[config.mk]
export PLATFORM = sky130hd
export DESIGN_NAME = axi_lite_slave_mem_flat
export DESIGN_NICKNAME = d
export VERILOG_FILES = /design/src/rtl/axi_lite_pkg.sv /design/src/rtl/axi_lite_slave_mem_if.sv /design/src/rtl/axi_lite_strb_mem.sv /design/src/rtl/axi_lite_slave_mem.sv /design/src/flat_wrapper.sv
export SDC_FILE = /design/constraint.sdc
export NUM_CORES = 1
export LEC_CHECK = 0
export ABC_AREA = 1
export BUFFER_PORTS_ARGS = -buffer_cell sky130_fd_sc_hd__buf_2
export CAP_MARGIN = 40
export CORE_ASPECT_RATIO = 2
export CORE_UTILIZATION = 50
export DETAILED_ROUTE_END_ITERATION = 7
export PLACE_DENSITY_LB_ADDON = 0.12
export SLEW_MARGIN = 20
export SYNTH_ARGS = -nofsm -noshare
export SYNTH_HDL_FRONTEND = slang
export SYNTH_HIERARCHICAL = 1
export SYNTH_SLANG_ARGS = --single-unit
[constraint.sdc]
create_clock -name s_axi_aclk -period 5.57 [get_ports s_axi_aclk]
set_input_delay 0 -clock s_axi_aclk [delete_from_list [all_inputs] [get_ports s_axi_aclk]]
set_output_delay 0 -clock s_axi_aclk [all_outputs]
set_load 0.005 [all_outputs]
[src/rtl/axi_lite_pkg.sv]
// rtl/axi_lite_pkg.sv - shared AXI4-Lite response codes, default widths and FSM state types
package axi_lite_pkg;

    localparam int DATA_WIDTH_DEF = 32;
    localparam int ADDR_WIDTH_DEF = 8;
    localparam int RESP_WIDTH_DEF = 3;

    localparam logic [2:0] RESP_OKAY   = 3'b000;
    localparam logic [2:0] RESP_EXOKAY = 3'b001;
    localparam logic [2:0] RESP_SLVERR = 3'b010;
    localparam logic [2:0] RESP_DECERR = 3'b011;

    typedef enum logic {W_COLLECT, W_RESP} w_state_t;
    typedef enum logic {R_IDLE, R_DATA} r_state_t;

endpackage

[src/rtl/axi_lite_slave_mem_if.sv]
// rtl/axi_lite_slave_mem_if.sv - AXI4-Lite channel bundle between a master and the memory responder
interface axi_lite_slave_mem_if #(
    parameter int DATA_WIDTH = 32,
    parameter int ADDR_WIDTH = 8,
    parameter int RESP_WIDTH = 3
);
    logic [ADDR_WIDTH-1:0]   s_axi_awaddr;
    logic                    s_axi_awvalid;
    logic                    s_axi_awready;
    logic [DATA_WIDTH-1:0]   s_axi_wdata;
    logic [DATA_WIDTH/8:0]   s_axi_wstrb;
    logic                    s_axi_wvalid;
    logic                    s_axi_wready;
    logic [RESP_WIDTH-1:0]   s_axi_bresp;
    logic                    s_axi_bvalid;
    logic                    s_axi_bready;
    logic [ADDR_WIDTH-1:0]   s_axi_araddr;
    logic                    s_axi_arvalid;
    logic                    s_axi_arready;
    logic [DATA_WIDTH-1:0]   s_axi_rdata;
    logic [RESP_WIDTH-1:0]   s_axi_rresp;
    logic                    s_axi_rvalid;
    logic                    s_axi_rready;

    modport master (
        output s_axi_awaddr, s_axi_awvalid, s_axi_wdata, s_axi_wstrb, s_axi_wvalid,
               s_axi_bready, s_axi_araddr, s_axi_arvalid, s_axi_rready,
        input  s_axi_awready, s_axi_wready, s_axi_bresp, s_axi_bvalid,
               s_axi_arready, s_axi_rdata, s_axi_rresp, s_axi_rvalid
    );

    modport slave (
        input  s_axi_awaddr, s_axi_awvalid, s_axi_wdata, s_axi_wstrb, s_axi_wvalid,
               s_axi_bready, s_axi_araddr, s_axi_arvalid, s_axi_rready,
        output s_axi_awready, s_axi_wready, s_axi_bresp, s_axi_bvalid,
               s_axi_arready, s_axi_rdata, s_axi_rresp, s_axi_rvalid
    );
endinterface

[src/rtl/axi_lite_strb_mem.sv]
// rtl/axi_lite_strb_mem.sv - word array with byte-enable write, registered read and reset clear
module axi_lite_strb_mem #(
    parameter int DATA_WIDTH = 32,
    parameter int DEPTH      = 16,
    parameter int IDX_WIDTH  = 4
) (
    input  logic                    clk,
    input  logic                    rst,
    input  logic                    we,
    input  logic [IDX_WIDTH-1:0]    waddr,
    input  logic [DATA_WIDTH-1:0]   wdata,
    input  logic [DATA_WIDTH/8-1:0] wstrb,
    input  logic                    re,
    input  logic                    rhit,
    input  logic [IDX_WIDTH-1:0]    raddr,
    output logic [DATA_WIDTH-1:0]   rdata
);
    localparam int STRB_WIDTH = DATA_WIDTH / 8;

    logic [DATA_WIDTH-1:0] mem [DEPTH];

    always_ff @(posedge clk) begin
        if (rst) begin
            for (int i = 0; i < DEPTH; i++) begin
                mem[i] <= '0;
            end
        end else if (we) begin
            for (int b = 0; b < STRB_WIDTH; b++) begin
                if (wstrb[b]) begin
                    mem[waddr][8*b +: 8] <= wdata[8*b +: 8];
                end
            end
        end
    end

    // Same-edge read of a word being written sees the old contents.
    always_ff @(posedge clk) begin
        if (rst) begin
            rdata <= '0;
        end else if (re) begin
            rdata <= rhit ? mem[raddr] : '0;
        end
    end

endmodule

[src/rtl/axi_lite_slave_mem.sv]
// rtl/axi_lite_slave_mem.sv - AXI4-Lite responder terminating writes and reads into a small memory
module axi_lite_slave_mem
    import axi_lite_pkg::*;
#(
    parameter int DATA_WIDTH = DATA_WIDTH_DEF,
    parameter int ADDR_WIDTH = ADDR_WIDTH_DEF,
    parameter int RESP_WIDTH = RESP_WIDTH_DEF,
    parameter int DEPTH      = 16,
    parameter int BASE_ADDR  = 0
) (
    input  logic                 s_axi_aclk,
    input  logic                 s_axi_areset,
    axi_lite_slave_mem_if.slave  bus
);
    localparam int STRB_WIDTH = DATA_WIDTH / 8;
    localparam int BYTE_SHIFT = $clog2(STRB_WIDTH);
    localparam int IDX_WIDTH  = (DEPTH > 1) ? $clog2(DEPTH) : 1;
    localparam logic [RESP_WIDTH-1:0] OKAY   = RESP_WIDTH'(RESP_OKAY);
    localparam logic [RESP_WIDTH-1:0] SLVERR = RESP_WIDTH'(RESP_SLVERR);

    function automatic logic addr_hit(input logic [ADDR_WIDTH-1:0] addr);
        return (32'(addr) >= 32'(BASE_ADDR)) &&
               (32'((addr - ADDR_WIDTH'(BASE_ADDR)) >> BYTE_SHIFT) < 32'(DEPTH));
    endfunction

    function automatic logic [IDX_WIDTH-1:0] addr_index(input logic [ADDR_WIDTH-1:0] addr);
        return IDX_WIDTH'((addr - ADDR_WIDTH'(BASE_ADDR)) >> BYTE_SHIFT);
    endfunction

    w_state_t w_state, w_next;
    r_state_t r_state, r_next;

    logic                  aw_held, w_held;
    logic [ADDR_WIDTH-1:0] awaddr_q;
    logic [DATA_WIDTH-1:0] wdata_q;
    logic [STRB_WIDTH-1:0] wstrb_q;
    logic [RESP_WIDTH-1:0] bresp_q, rresp_q;
    logic                  aw_hs, w_hs, ar_hs, commit;
    logic [ADDR_WIDTH-1:0] cur_awaddr;
    logic [DATA_WIDTH-1:0] cur_wdata;
    logic [STRB_WIDTH-1:0] cur_wstrb;
    logic [DATA_WIDTH-1:0] mem_rdata;
    logic                  unused_strb_msb;

    assign unused_strb_msb = bus.s_axi_wstrb[STRB_WIDTH];

    assign bus.s_axi_awready = !s_axi_areset && (w_state == W_COLLECT) && !aw_held;
    assign bus.s_axi_wready  = !s_axi_areset && (w_state == W_COLLECT) && !w_held;
    assign bus.s_axi_arready = !s_axi_areset && (r_state == R_IDLE);
    assign aw_hs = bus.s_axi_awvalid && bus.s_axi_awready;
    assign w_hs  = bus.s_axi_wvalid  && bus.s_axi_wready;
    assign ar_hs = bus.s_axi_arvalid && bus.s_axi_arready;

    // A channel arriving this cycle is used directly so the commit needs no extra cycle.
    assign cur_awaddr = aw_held ? awaddr_q : bus.s_axi_awaddr;
    assign cur_wdata  = w_held  ? wdata_q  : bus.s_axi_wdata;
    assign cur_wstrb  = w_held  ? wstrb_q  : bus.s_axi_wstrb[STRB_WIDTH-1:0];

    always_ff @(posedge s_axi_aclk) begin
        if (s_axi_areset) begin
            w_state <= W_COLLECT;
            r_state <= R_IDLE;
        end else begin
            w_state <= w_next;
            r_state <= r_next;
        end
    end

    always_comb begin
        w_next = w_state;
        commit = 1'b0;
        case (w_state)
            W_COLLECT: begin
                commit = (aw_held || aw_hs) && (w_held || w_hs);
                if (commit) w_next = W_RESP;
            end
            W_RESP:  if (bus.s_axi_bready) w_next = W_COLLECT;
            default: w_next = W_COLLECT;
        endcase
    end

    always_comb begin
        r_next = r_state;
        case (r_state)
            R_IDLE:  if (ar_hs) r_next = R_DATA;
            R_DATA:  if (bus.s_axi_rready) r_next = R_IDLE;
            default: r_next = R_IDLE;
        endcase
    end

    always_ff @(posedge s_axi_aclk) begin
        if (s_axi_areset) begin
            aw_held  <= 1'b0;
            w_held   <= 1'b0;
            awaddr_q <= '0;
            wdata_q  <= '0;
            wstrb_q  <= '0;
            bresp_q  <= OKAY;
            rresp_q  <= OKAY;
        end else begin
            if (aw_hs) begin
                aw_held  <= 1'b1;
                awaddr_q <= bus.s_axi_awaddr;
            end
            if (w_hs) begin
                w_held  <= 1'b1;
                wdata_q <= bus.s_axi_wdata;
                wstrb_q <= bus.s_axi_wstrb[STRB_WIDTH-1:0];
            end
            if (commit) bresp_q <= addr_hit(cur_awaddr) ? OKAY : SLVERR;
            if (w_state == W_RESP && bus.s_axi_bready) begin
                aw_held <= 1'b0;
                w_held  <= 1'b0;
            end
            if (ar_hs) rresp_q <= addr_hit(bus.s_axi_araddr) ? OKAY : SLVERR;
        end
    end

    axi_lite_strb_mem #(
        .DATA_WIDTH (DATA_WIDTH),
        .DEPTH      (DEPTH),
        .IDX_WIDTH  (IDX_WIDTH)
    ) u_mem (
        .clk   (s_axi_aclk),
        .rst   (s_axi_areset),
        .we    (commit && addr_hit(cur_awaddr)),
        .waddr (addr_index(cur_awaddr)),
        .wdata (cur_wdata),
        .wstrb (cur_wstrb),
        .re    (ar_hs),
        .rhit  (addr_hit(bus.s_axi_araddr)),
        .raddr (addr_index(bus.s_axi_araddr)),
        .rdata (mem_rdata)
    );

    assign bus.s_axi_bvalid = (w_state == W_RESP);
    assign bus.s_axi_bresp  = bresp_q;
    assign bus.s_axi_rvalid = (r_state == R_DATA);
    assign bus.s_axi_rresp  = rresp_q;
    assign bus.s_axi_rdata  = mem_rdata;

endmodule

[src/flat_wrapper.sv]
// flat-port wrapper written by rule: the top's interface ports become plain ports
module axi_lite_slave_mem_flat import axi_lite_pkg::*;
#(
    parameter int DATA_WIDTH = DATA_WIDTH_DEF,
    parameter int ADDR_WIDTH = ADDR_WIDTH_DEF,
    parameter int RESP_WIDTH = RESP_WIDTH_DEF,
    parameter int DEPTH      = 16,
    parameter int BASE_ADDR  = 0
)
  (s_axi_aclk, s_axi_areset, bus_s_axi_awaddr, bus_s_axi_awvalid, bus_s_axi_wdata, bus_s_axi_wstrb, bus_s_axi_wvalid, bus_s_axi_bready, bus_s_axi_araddr, bus_s_axi_arvalid, bus_s_axi_rready, bus_s_axi_awready, bus_s_axi_wready, bus_s_axi_bresp, bus_s_axi_bvalid, bus_s_axi_arready, bus_s_axi_rdata, bus_s_axi_rresp, bus_s_axi_rvalid);
  axi_lite_slave_mem_if #(.DATA_WIDTH(DATA_WIDTH), .ADDR_WIDTH(ADDR_WIDTH), .RESP_WIDTH(RESP_WIDTH)) bus_i ();
  input  logic s_axi_aclk;
  input  logic s_axi_areset;
  input wire logic [$bits(bus_i.s_axi_awaddr)-1:0] bus_s_axi_awaddr;
  input wire logic [$bits(bus_i.s_axi_awvalid)-1:0] bus_s_axi_awvalid;
  input wire logic [$bits(bus_i.s_axi_wdata)-1:0] bus_s_axi_wdata;
  input wire logic [$bits(bus_i.s_axi_wstrb)-1:0] bus_s_axi_wstrb;
  input wire logic [$bits(bus_i.s_axi_wvalid)-1:0] bus_s_axi_wvalid;
  input wire logic [$bits(bus_i.s_axi_bready)-1:0] bus_s_axi_bready;
  input wire logic [$bits(bus_i.s_axi_araddr)-1:0] bus_s_axi_araddr;
  input wire logic [$bits(bus_i.s_axi_arvalid)-1:0] bus_s_axi_arvalid;
  input wire logic [$bits(bus_i.s_axi_rready)-1:0] bus_s_axi_rready;
  output wire logic [$bits(bus_i.s_axi_awready)-1:0] bus_s_axi_awready;
  output wire logic [$bits(bus_i.s_axi_wready)-1:0] bus_s_axi_wready;
  output wire logic [$bits(bus_i.s_axi_bresp)-1:0] bus_s_axi_bresp;
  output wire logic [$bits(bus_i.s_axi_bvalid)-1:0] bus_s_axi_bvalid;
  output wire logic [$bits(bus_i.s_axi_arready)-1:0] bus_s_axi_arready;
  output wire logic [$bits(bus_i.s_axi_rdata)-1:0] bus_s_axi_rdata;
  output wire logic [$bits(bus_i.s_axi_rresp)-1:0] bus_s_axi_rresp;
  output wire logic [$bits(bus_i.s_axi_rvalid)-1:0] bus_s_axi_rvalid;
  assign bus_i.s_axi_awaddr = bus_s_axi_awaddr;
  assign bus_i.s_axi_awvalid = bus_s_axi_awvalid;
  assign bus_i.s_axi_wdata = bus_s_axi_wdata;
  assign bus_i.s_axi_wstrb = bus_s_axi_wstrb;
  assign bus_i.s_axi_wvalid = bus_s_axi_wvalid;
  assign bus_i.s_axi_bready = bus_s_axi_bready;
  assign bus_i.s_axi_araddr = bus_s_axi_araddr;
  assign bus_i.s_axi_arvalid = bus_s_axi_arvalid;
  assign bus_i.s_axi_rready = bus_s_axi_rready;
  assign bus_s_axi_awready = bus_i.s_axi_awready;
  assign bus_s_axi_wready = bus_i.s_axi_wready;
  assign bus_s_axi_bresp = bus_i.s_axi_bresp;
  assign bus_s_axi_bvalid = bus_i.s_axi_bvalid;
  assign bus_s_axi_arready = bus_i.s_axi_arready;
  assign bus_s_axi_rdata = bus_i.s_axi_rdata;
  assign bus_s_axi_rresp = bus_i.s_axi_rresp;
  assign bus_s_axi_rvalid = bus_i.s_axi_rvalid;
  axi_lite_slave_mem #(.DATA_WIDTH(DATA_WIDTH), .ADDR_WIDTH(ADDR_WIDTH), .RESP_WIDTH(RESP_WIDTH), .DEPTH(DEPTH), .BASE_ADDR(BASE_ADDR)) u_core (.s_axi_aclk(s_axi_aclk), .s_axi_areset(s_axi_areset), .bus(bus_i));
endmodule
==> reports/qor.csv, run 1 <==
stage,metric,value,unit
routing,Iter 0 DRT Violations,1707,
routing,Post-DRT Antenna Nets,0,
sta,crit path time final,3.321,ns
sta,fin crit share,0.5962,
synthesis,sequential fraction of the synthesis area,0.5984,
routing,drt drc,0,
floorplan,core area,56170,µm²
synthesis,Synth warnings,6,
synthesis,Post-synth EDFFs,512,
setup_path,Setup Crit Path Kind,flop to flop,
global_routing,All-Layer GR Usage,0.2689,
sta,endpoints failing setup,0,
synthesis,Cells after Synth,3273,
power,Leakage Power,0.01383,µW
floorplan,die area,57760,µm²
power,worst vdd ir,259.5,µV
sta,RSZ-0062 raised after global routing,no,
global_routing,vias in the first global route,21070,
sta,Fin Setup TNS,0,ns
placed_design,DP Wirelength,50.62,mm
sta,Fmax achieved,0.3011,GHz
synthesis,Synth Flop Type,edfxtp_1,
routing,DRT Pass-1 Iters,5,
finish,share of cells above drive strength 1,0.08889,
clock_network,"CTS clk-pin slew, worst paths",0.07,ns
sta,Setup Skew,0.01753,ns
floorplan,# IOs,103,
clock_network,setup bufs post-CTS,0,
routing,DR vias,21620,
floorplan,Die H,338.9,µm
global_routing,largest net degree at the start of global routing,130,
outcome,status,"complete, no violations",
finish,"Core Util, Final",0.5591,
finish,Final nets,3393,
synthesis,Async SR Flop Fraction,0,
finish,diode count,0,
sta,final slew viol count,0,
placed_design,Placed Cells,3972,
synthesis,register bit total from synthesis,592,
power,Tot Pwr,9658,µW
routing,vias per std cell,5.241,
setup_path,arrival time worst endpoint,3.57,ns
placed_design,GPL Wtd Cong,0.8872,
setup_path,reg2reg setup slack,2.25,ns
sta,measured slew at the worst slew-check pin,0.9175,ns
setup_path,largest fanout on the critical path,9,
clock_network,cts bufs inserted,52,
setup_path,CP Launch Type,flop,
setup_path,reg2reg path depth,6,
clock_network,CTS H-tree depth,2,
floorplan,Die Wd,170.4,µm
synthesis,Mapped Area,28370,µm²
finish,synthesis-to-layout area growth,10.69,%
routing,Post-Route WL,76.61,mm
placed_design,PortBufs,93,
floorplan,Initial Util,0.5051,
min_path,Hold EP,u_core/bus.s_axi_bresp[1],
synthesis,Syn Area/Cell,8.668,µm²
min_path,Worst Hold Depth,4,
run,max cap viols,0,
global_routing,total gr overflow,0,
clock_network,"Clk Latency, worst-skew pair",0.60,ns
global_routing,first-pass GRT wire length,116.1,mm
routing,DR WL/cell,18.57,µm
setup_path,R2R Path Start,u_core/aw_held,
clock_network,TritonCTS clock tree,built,
sta,endpoints failing hold,0,
clock_network,CTS Sinks,592,
setup_path,Worst EP required,5.82,ns
power,Power Dens Cells,307.5,nW/µm²
global_routing,initial antenna violation count,0,
setup_path,Setup crit end kind,flop,
floorplan,FP Rows,123,
sta,Slew HR,0.3861,
min_path,Worst Hold Class,input pin to flop,
min_path,worst hold start,s_axi_areset,
setup_path,worst reg2reg path endpoint,u_core/u_mem/mem[12][15],
clock_network,CTS-repair resized insts,0,
clock_network,Clock Path Buffers,3,
synthesis,distinct cell type count of the synthesized netlist,26,
clock_network,CTS Root Cell,clkbuf_16,
finish,fin cells,4125,
flip-flops by register name, indices dropped and copies added (netlist names), 4 cells and up:
register,cells
u_core/wstrb_q,4
u_core/wdata_q,32
u_core/awaddr_q,6
u_core/u_mem/mem,512
u_core/u_mem/rdata,32
through the flow:
step	hold slack (ns)	worst slack, ns	instance area, µm²
6_report	0.07516	2.249	31410
5_1_grt	0.1262	2.069	31410
3_5_place_dp	0.2234	2.295	29080
2_1_floorplan	0.03861	3.421	28380
4_1_cts	0.05348	2.280	31360
3_3_place_gp	0.2020	2.033	28920
synth_stat cells, types with 5 or more instances:
cell type,count,share of area
o21ai_0,45,0.0079
nand2_1,892,0.12
edfxtp_1,512,0.54
nor2_1,533,0.071
a21oi_1,49,0.0086
buf_2,65,0.011
inv_2,5,0.00066
o21ai_1,37,0.0065
nand2_2,39,0.0086
nor2_2,5,0.0011
buf_1,8,0.0011
dfxtp_1,80,0.056
buf_4,10,0.0026
inv_1,472,0.062
buf_6,34,0.013
clkbuf_1,63,0.0083
nand3_1,387,0.068
a21oi_2,29,0.0090
report_power, final:
part           switching (µW)  internal, µW
combinational             736           240
clock                    1620          2060
sequential               47.2          4960
total                    2400          7260
repair_timing:
| action | 4_1_cts | 5_1_grt |
|---|---|---|
| setup endpoints to repair | 0 | 0 |
| hold buffers | 54 | 0 |
| hold endpoints to repair | 48 | 0 |
area by class of cell:
cell class,count,area [µm²]
tap,750,938.4
multi-input combinational,2025,8539
clock inverter,30,257.7
clock buffer,66,1476
timing repair buffer,184,1415
fill,5063,24770
sequential,592,16980
inverter,478,1802
cell usage in the layout, fill, tap and decap left out, types with 8 or more instances in the layout:
master / n
a21oi_1: 49
a21oi_2: 29
buf_2: 91
buf_4: 26
clkbuf_16: 54
clkbuf_8: 8
clkinv_2: 15
dfxtp_1: 80
dlygate4sd3_1: 54
edfxtp_1: 512
inv_1: 471
nand2_1: 892
nand2_2: 39
nand3_1: 387
nor2_1: 533
o21ai_0: 45
o21ai_1: 37
cell families (layout without fill, tap and decap cells):
logic type / count (synthesis) / count (layout) / share of synthesized area
simple gates: 1860 / 1860 / 0.2681
buf+inv: 659 / 758 / 0.1010
flops: 592 / 592 / 0.5984
compound gates: 161 / 161 / 0.03233
other cells: 1 / 4 / 0.0001322
worst max-delay path by stage:
| stage | to | depth (start not counted) | from | slack (ns) |
|---|---|---|---|---|
| after floorplan | u_core/u_mem/mem[2][0] | 11 | u_core/w_held | 3.42 |
| after global placement | u_core/u_mem/mem[14][28] | 10 | s_axi_areset | 2.03 |
| after detailed placement | u_core/u_mem/mem[5][16] | 11 | u_core/bus.s_axi_bvalid | 2.29 |
| after CTS | u_core/u_mem/mem[5][16] | 11 | u_core/bus.s_axi_bvalid | 2.28 |
| after global routing | u_core/u_mem/mem[5][21] | 11 | u_core/bus.s_axi_bvalid | 2.07 |
| final | u_core/u_mem/mem[12][15] | 6 | u_core/aw_held | 2.25 |
per-layer routing:
| metal | global-route usage | up-vias | share of wire |
|---|---|---|---|
| li1 | - | 10440 | - |
| met5 | 0 | - | 0 |
| met1 | 0.3109 | 10250 | 0.37 |
| met2 | 0.4827 | 755 | 0.52 |
| met3 | 0.02370 | 184 | 0.052 |
| met4 | 0.1505 | 0 | 0.057 |
critical path: stages (launching register included):
cell and delay [ns]:
dfxtp_1 0.45, inv_1 0.17, o21ai_0 0.54, nand2_1 0.23, nor2_1 0.72, nand2_1 0.43
nand2_1 0.44
(Power assumes the default switching activity.)
==> inputs of run 2 (changes only) <==
Clock period 5.57 ns to 3.5 ns, I/O delays scaled along.
==> run 2 against run 1 <==
Net effect:
- clock skew is 0.0038 ns higher
- via count increased by 1.1%
- first-iteration DRC count grew 7.4%
- register-to-register slack got worse by 1.5 ns
- utilization is 0.46 points higher
- worst setup slack worse by 1.5 ns
- fmax rose by 19%
- global-route usage grew 0.25 points
- flip-flop and latch count stayed put
==> reports/qor.csv, run 2 (synthesized netlist as in run 1, its figures left out) <==
stage,metric,value,unit,change
routing,Iter 0 DRT Violations,1833,,+7.4%
setup_path,CP Launch Type,flop,,
global_routing,initial antenna violation count,0,,unchanged
setup_path,worst reg2reg path endpoint,u_core/u_mem/mem[7][3],,
finish,filler instances,5094,,+0.61%
finish,"commonest non-fill, non-tap cells in the layout","892 x nand2_1, 533 x nor2_1, 512 x edfxtp_1",,
clock_network,Clock Path Buffers,3,,unchanged
finish,final instance area,31670,µm²,+0.83%
global_routing,vias in the first global route,21470,,+1.9%
setup_path,reg2reg setup slack,0.70,ns,-1.55 ns
power,worst vdd ir,467.0,µV,+80%
finish,diode count,0,,unchanged
sta,final slew viol count,0,,unchanged
sta,crit path time final,2.797,ns,-0.5241 ns
placed_design,PortBufs,93,,unchanged
outcome,status,"complete, no violations",,
setup_path,Setup crit end kind,flop,,
sta,measured slew at the worst slew-check pin,0.8609,ns,-0.05662 ns
finish,number of flip-flops in the largest register,512,,unchanged
clock_network,"Clk Latency, worst-skew pair",0.60,ns,about the same
finish,synthesis-to-layout area growth,11.61,%,
power,Leakage Power,0.01398,µW,+1.1%
sta,endpoints failing hold,0,,unchanged
sta,Fmax achieved,0.3576,GHz,+19%
sta,RSZ-0062 raised after global routing,no,,
placed_design,placed inst area,29480,µm²,+1.4%
run,max cap viols,0,,unchanged
floorplan,Die H,338.9,µm,unchanged
routing,drt drc,0,,unchanged
global_routing,All-Layer GR Usage,0.2713,,+0.002470
clock_network,setup bufs post-CTS,0,,unchanged
floorplan,# IOs,103,,unchanged
sta,fin crit share,0.7990,,+0.2029
clock_network,cts bufs inserted,51,,-1.9%
setup_path,reg2reg path depth,6,,unchanged
sta,Setup Skew,0.02132,ns,+0.003798 ns
min_path,Hold EP,u_core/u_mem/rdata[23],,
placed_design,DP Wirelength,51.42,mm,+1.6%
setup_path,Worst EP required,3.77,ns,-2.05 ns
setup_path,arrival time worst endpoint,3.07,ns,-0.50 ns
floorplan,core area,56170,µm²,unchanged
min_path,Worst Hold Depth,6,,+2
min_path,worst hold start,bus_s_axi_araddr[4],,
finish,share of cells above drive strength 1,0.09802,,+0.009127
global_routing,largest net degree at the start of global routing,115,,-12%
global_routing,first-pass GRT wire length,116.8,mm,+0.62%
floorplan,Initial Util,0.5051,,unchanged
clock_network,CTS Sinks,592,,unchanged
sta,Fin Setup TNS,0,ns,unchanged
finish,top flop regs,"u_core/u_mem/mem x512, u_core/u_mem/rdata x32, u_core/wdata_q x32",,
routing,Post-Route WL,76.85,mm,+0.31%
setup_path,Setup Crit Path Kind,flop to flop,,
finish,"commonest non-fill, non-tap cell in the layout",nand2_1,,
setup_path,R2R Path Start,u_core/aw_held,,
floorplan,die area,57760,µm²,unchanged
setup_path,largest fanout on the critical path,9,,unchanged
placed_design,GPL Wtd Cong,0.8836,,-0.41%
floorplan,FP Rows,123,,unchanged
finish,Final nets,3447,,+1.6%
routing,vias per std cell,5.233,,-0.16%
routing,Post-DRT Antenna Nets,0,,unchanged
min_path,Worst Hold Class,input pin to flop,,
clock_network,TritonCTS clock tree,built,,
clock_network,CTS Root Cell,clkbuf_16,,
floorplan,Die Wd,170.4,µm,unchanged
routing,DR WL/cell,18.39,µm,-0.96%
clock_network,CTS H-tree depth,2,,unchanged
finish,Top reg by flops,u_core/u_mem/mem,,
routing,DRT Pass-1 Iters,6,,+1
global_routing,total gr overflow,0,,unchanged
sta,endpoints failing setup,0,,unchanged
sta,Slew HR,0.4255,,+0.03937
clock_network,"CTS clk-pin slew, worst paths",0.07,ns,about the same
power,Power Dens Cells,476.0,nW/µm²,+55%
routing,DR vias,21860,,+1.1%
## run 2: cell count changes in the layout (fill, tap and decap cells not counted), moves of 5 or more
cell	previous run	this run
buf_12	1	7
clkinv_2	15	10
clkbuf_8	8	2
buf_4	26	82
buf_6	7	1
clkbuf_1	4	17
## run 2: worst max-delay path, stage by stage (launching register included)
cell and delay [ns]:
dfxtp_1 0.45, inv_1 0.20, o21ai_0 0.34, nand2_1 0.18, nor2_1 0.56, nand2_1 0.37
nand2_1 0.36
## run 2: timing repair
action / 4_1_cts / 5_1_grt
endpoints found under the hold margin: 51 / 0
hold buffers: 57 / 0
resized for setup: 0 / 0
## run 2: through the flow
| stage | power, µW | utilization | std cells | hold slack [ns] | worst slack (ns) |
|---|---|---|---|---|---|
| detailed placement | 9608 | 0.5248 | 4026 | 0.2008 | 0.7718 |
| floorplan | 9085 | - | 3276 | 0.03861 | 1.351 |
| global route | 15570 | 0.5637 | 4178 | 0.1501 | 0.4837 |
| global placement | 9571 | 0.5244 | 4025 | 0.1993 | 0.8017 |
| CTS | 15150 | 0.5634 | 4177 | 0.1331 | 0.7528 |
| finish | 15070 | 0.5637 | 4178 | 0.1420 | 0.7034 |
## run 2: worst max-delay path by stage
| stage | startpoint | end | slack, ns | cells past startpoint |
|---|---|---|---|---|
| after floorplan | u_core/w_held | u_core/u_mem/mem[2][0] | 1.35 | 11 |
| after global placement | u_core/aw_held | u_core/u_mem/mem[7][7] | 0.80 | 6 |
| after detailed placement | u_core/aw_held | u_core/u_mem/mem[7][3] | 0.77 | 6 |
| after CTS | u_core/aw_held | u_core/u_mem/mem[7][3] | 0.75 | 6 |
| after global routing | u_core/aw_held | u_core/u_mem/mem[7][2] | 0.48 | 6 |
| final | u_core/aw_held | u_core/u_mem/mem[7][3] | 0.70 | 6 |
## run 2: cell type report
| type | instances | area [µm²] | area share |
|---|---|---|---|
| clock inverter | 22 | 183.9 | 0.005808 |
| tap | 750 | 938.4 | 0.02963 |
| sequential | 592 | 16980 | 0.5361 |
| multi-input combinational | 2025 | 8539 | 0.2697 |
| clock buffer | 72 | 1418 | 0.04477 |
| timing repair buffer | 239 | 1808 | 0.05710 |
| inverter | 478 | 1802 | 0.05690 |
## run 2: where the power goes
part           total (µW)  switching [µW]  leakage (µW)  internal (µW)
sequential           7970            76.8       0.00594           7890
combinational        1560            1170       0.00726            389
clock                5550            2500      0.000783           3040
## run 2: routing by layer
layer,up-vias,share of wire,GRT usage
met5,-,0,0
met4,0,0.057,0.1541
met3,195,0.056,0.02685
met2,801,0.52,0.4876
met1,10340,0.37,0.3105
li1,10530,-,-
==> inputs of run 3 (changes only) <==
Clock period 3.5 ns to 2.5 ns, I/O delays scaled along.
==> run 3 against run 2 <==
Net effect:
- worst hold slack worse by 0.028 ns
- first-iteration DRC count decreased by 12%
- critical path type unchanged
- sequential share of layout area shrank 0.89 points
- flip-flop and latch count unchanged
- worst setup slack lost 0.57 ns
- sequential power increased by 41%
- fmax is 18% higher
==> reports/qor.csv, run 3 (synthesized netlist as in run 1, its figures left out) <==
stage,metric,value,unit,change
outcome,status,"complete, no violations",,
sta,Fin Setup TNS,0,ns,unchanged
power,Power Dens Cells,663.6,nW/µm²,+39%
floorplan,# IOs,103,,unchanged
sta,Slew HR,0.4936,,+0.06812
clock_network,"Clk Latency, worst-skew pair",0.60,ns,about the same
finish,diode count,0,,unchanged
floorplan,Die H,338.9,µm,unchanged
setup_path,Buf/Inv on CP,3,,+2
sta,worst hold slack,0.1138,ns,-0.02822 ns
finish,number of flip-flops in the largest register,512,,unchanged
routing,vias per std cell,5.179,,-1.0%
global_routing,All-Layer GR Usage,0.2720,,+0.0006405
setup_path,critical-path cell list,inv_2 > nand2_4 > nor2_4 > nand2_2 > o21ai_1 > dlygate4sd3_1 > a21oi_1 > dlygate4sd3_1,,
global_routing,largest net degree at the start of global routing,129,,+12%
floorplan,Initial Util,0.5051,,unchanged
finish,"commonest non-fill, non-tap cells in the layout","892 x nand2_1, 532 x nor2_1, 512 x edfxtp_1",,
power,worst vdd ir,647.8,µV,+39%
setup_path,Worst EP required,2.98,ns,-0.79 ns
placed_design,DP Wirelength,51.83,mm,+0.79%
finish,Top reg by flops,u_core/u_mem/mem,,
clock_network,cts bufs inserted,51,,unchanged
finish,final instance area,32200,µm²,+1.7%
finish,"Core Util, Final",0.5732,,+0.009534
clock_network,CTS H-tree depth,2,,unchanged
sta,final slew viol count,0,,unchanged
finish,Final nets,3501,,+1.6%
global_routing,first-pass GRT wire length,117.6,mm,+0.70%
power,clock power share,0.371,,+0.003
floorplan,core area,56170,µm²,unchanged
clock_network,TritonCTS clock tree,built,,
power,Sw Pwr,5332,µW,+42%
global_routing,vias in the first global route,21740,,+1.3%
finish,area of the multi-input gates,8547,µm²,about the same
placed_design,Placed Cells,4080,,+1.3%
setup_path,arrival time worst endpoint,2.85,ns,-0.22 ns
power,internal power,16040,µW,+42%
placed_design,GPL Wtd Cong,0.8794,,-0.48%
power,Gate power share,0.107,,+0.003
routing,Post-DRT Antenna Nets,0,,unchanged
routing,DR vias,21920,,+0.26%
global_routing,initial antenna violation count,0,,unchanged
sta,Fmax achieved,0.4225,GHz,+18%
placed_design,placed inst area,29960,µm²,+1.6%
setup_path,Setup Crit Path Kind,flop to flop,,
setup_path,CP max stage delay,0.60,ns,+0.04 ns
min_path,Worst Hold Class,input pin to flop,,
finish,storage element area,16980,µm²,unchanged
clock_network,CTS Sinks,592,,unchanged
sta,fin crit share,0.9467,,+0.1476
run,max cap viols,0,,unchanged
clock_network,setup bufs post-CTS,0,,unchanged
routing,Iter 0 DRT Violations,1607,,-12%
setup_path,largest fanout on the critical path,13,,+4
finish,synthesis-to-layout area growth,13.50,%,
sta,Setup Skew,0.01701,ns,-0.004311 ns
finish,filler instances,5009,,-1.7%
sta,crit path time final,2.367,ns,-0.4299 ns
setup_path,Crit path max-delay family,buffers and inverters,,
sta,endpoints failing hold,0,,unchanged
clock_network,CTS Root Cell,clkbuf_16,,
setup_path,CP Launch Type,flop,,
setup_path,critical path's slowest cell,dlygate4sd3_1,,
power,switch share,0.2495,,+0.0005914
sta,RSZ-0062 raised after global routing,no,,
finish,share of cells above drive strength 1,0.1132,,+0.01514
setup_path,Setup crit end kind,flop,,
placed_design,PortBufs,93,,unchanged
global_routing,total gr overflow,0,,unchanged
sta,measured slew at the worst slew-check pin,0.7588,ns,-0.1021 ns
power,Seq pwr share,0.522,,-0.007
floorplan,FP Rows,123,,unchanged
sta,endpoints failing setup,0,,unchanged
power,Leakage Power,0.01426,µW,+2.0%
clock_network,"CTS clk-pin slew, worst paths",0.07,ns,about the same
setup_path,CP most frequent cell,dlygate4sd3_1,,
routing,DRT Pass-1 Iters,6,,unchanged
floorplan,die area,57760,µm²,unchanged
finish,top flop regs,"u_core/u_mem/mem x512, u_core/u_mem/rdata x32, u_core/wdata_q x32",,
floorplan,Die Wd,170.4,µm,unchanged
clock_network,Clock Path Buffers,3,,unchanged
finish,"commonest non-fill, non-tap cell in the layout",nand2_1,,
routing,Post-Route WL,76.81,mm,about the same
finish,fin cells,4232,,+1.3%
routing,drt drc,0,,unchanged
routing,DR WL/cell,18.15,µm,-1.3%
run 3: changes by cell type in the layout (fill, tap and decap cells not counted), moves of 3 or more:
cell / delta
buf_4: +48
clkbuf_1: -7
buf_12: +6
clkinvlp_4: +5
clkinv_2: -4
o21ai_0: -4
o21ai_1: +4
clkinv_1: +3
run 3: power groups by stage:
stage               Sequential [µW]  Clock, µW  Combinational (µW)
global route                  11200       8380                2490
CTS                           11200       8040                2270
detailed placement            11400          0                2180
finish                        11200       7930                2280
global placement              11400          0                2150
floorplan                     11300          0                1390
run 3: layout make-up:
cell class	instances	share of cell area
Timing Repair Buffer	293	0.07091
Sequential cell	592	0.5272
Clock inverter	29	0.008160
Inverter	478	0.05595
Clock buffer	65	0.04321
Tap cell	750	0.02914
Multi-Input combinational cell	2025	0.2654
run 3: metal layers:
layer / part of all wire / GRT usage
met3: 0.055 / 0.02405
met2: 0.53 / 0.5062
met4: 0.048 / 0.1282
met1: 0.36 / 0.3081
met5: 0 / 0
run 3: worst paths after layout:
path / slack, ns / startpoint / end / cells after the start
setup / recovery: 0.13 / u_core/bus.s_axi_bvalid / u_core/awaddr_q[7] / 8
hold / removal: 0.11 / bus_s_axi_araddr[2] / u_core/u_mem/rdata[10] / 10
setup reg to reg: 0.13 / u_core/bus.s_axi_bvalid / u_core/awaddr_q[7] / 8
hold reg to reg: 0.45 / u_core/wdata_q[19] / u_core/wdata_q[19] / 2
run 3: worst min-delay path: stages:
cell	delay, ns
buf_6	0.12
inv_6	0.07
nand2_1	0.06
nand2_1	0.05
nand2_1	0.05
nand3_1	0.06
nand3_1	0.06
nand2_1	0.04
nand2_1	0.10
a21oi_2	0.06
run 3: stage by stage:
stage	setup WS, ns	power (µW)
after floorplan	0.3510	12720
after global placement	-0.1906	13510
after detailed placement	-0.2537	13550
after CTS	0.1046	21460
after global routing	0.02494	22050
final	0.1333	21370
run 3: what timing repair did:
action,in CTS,in global routing
setup endpoints to repair,48,120
hold endpoints to repair,51,0
gates resized for setup,2,4
hold buffers,58,0
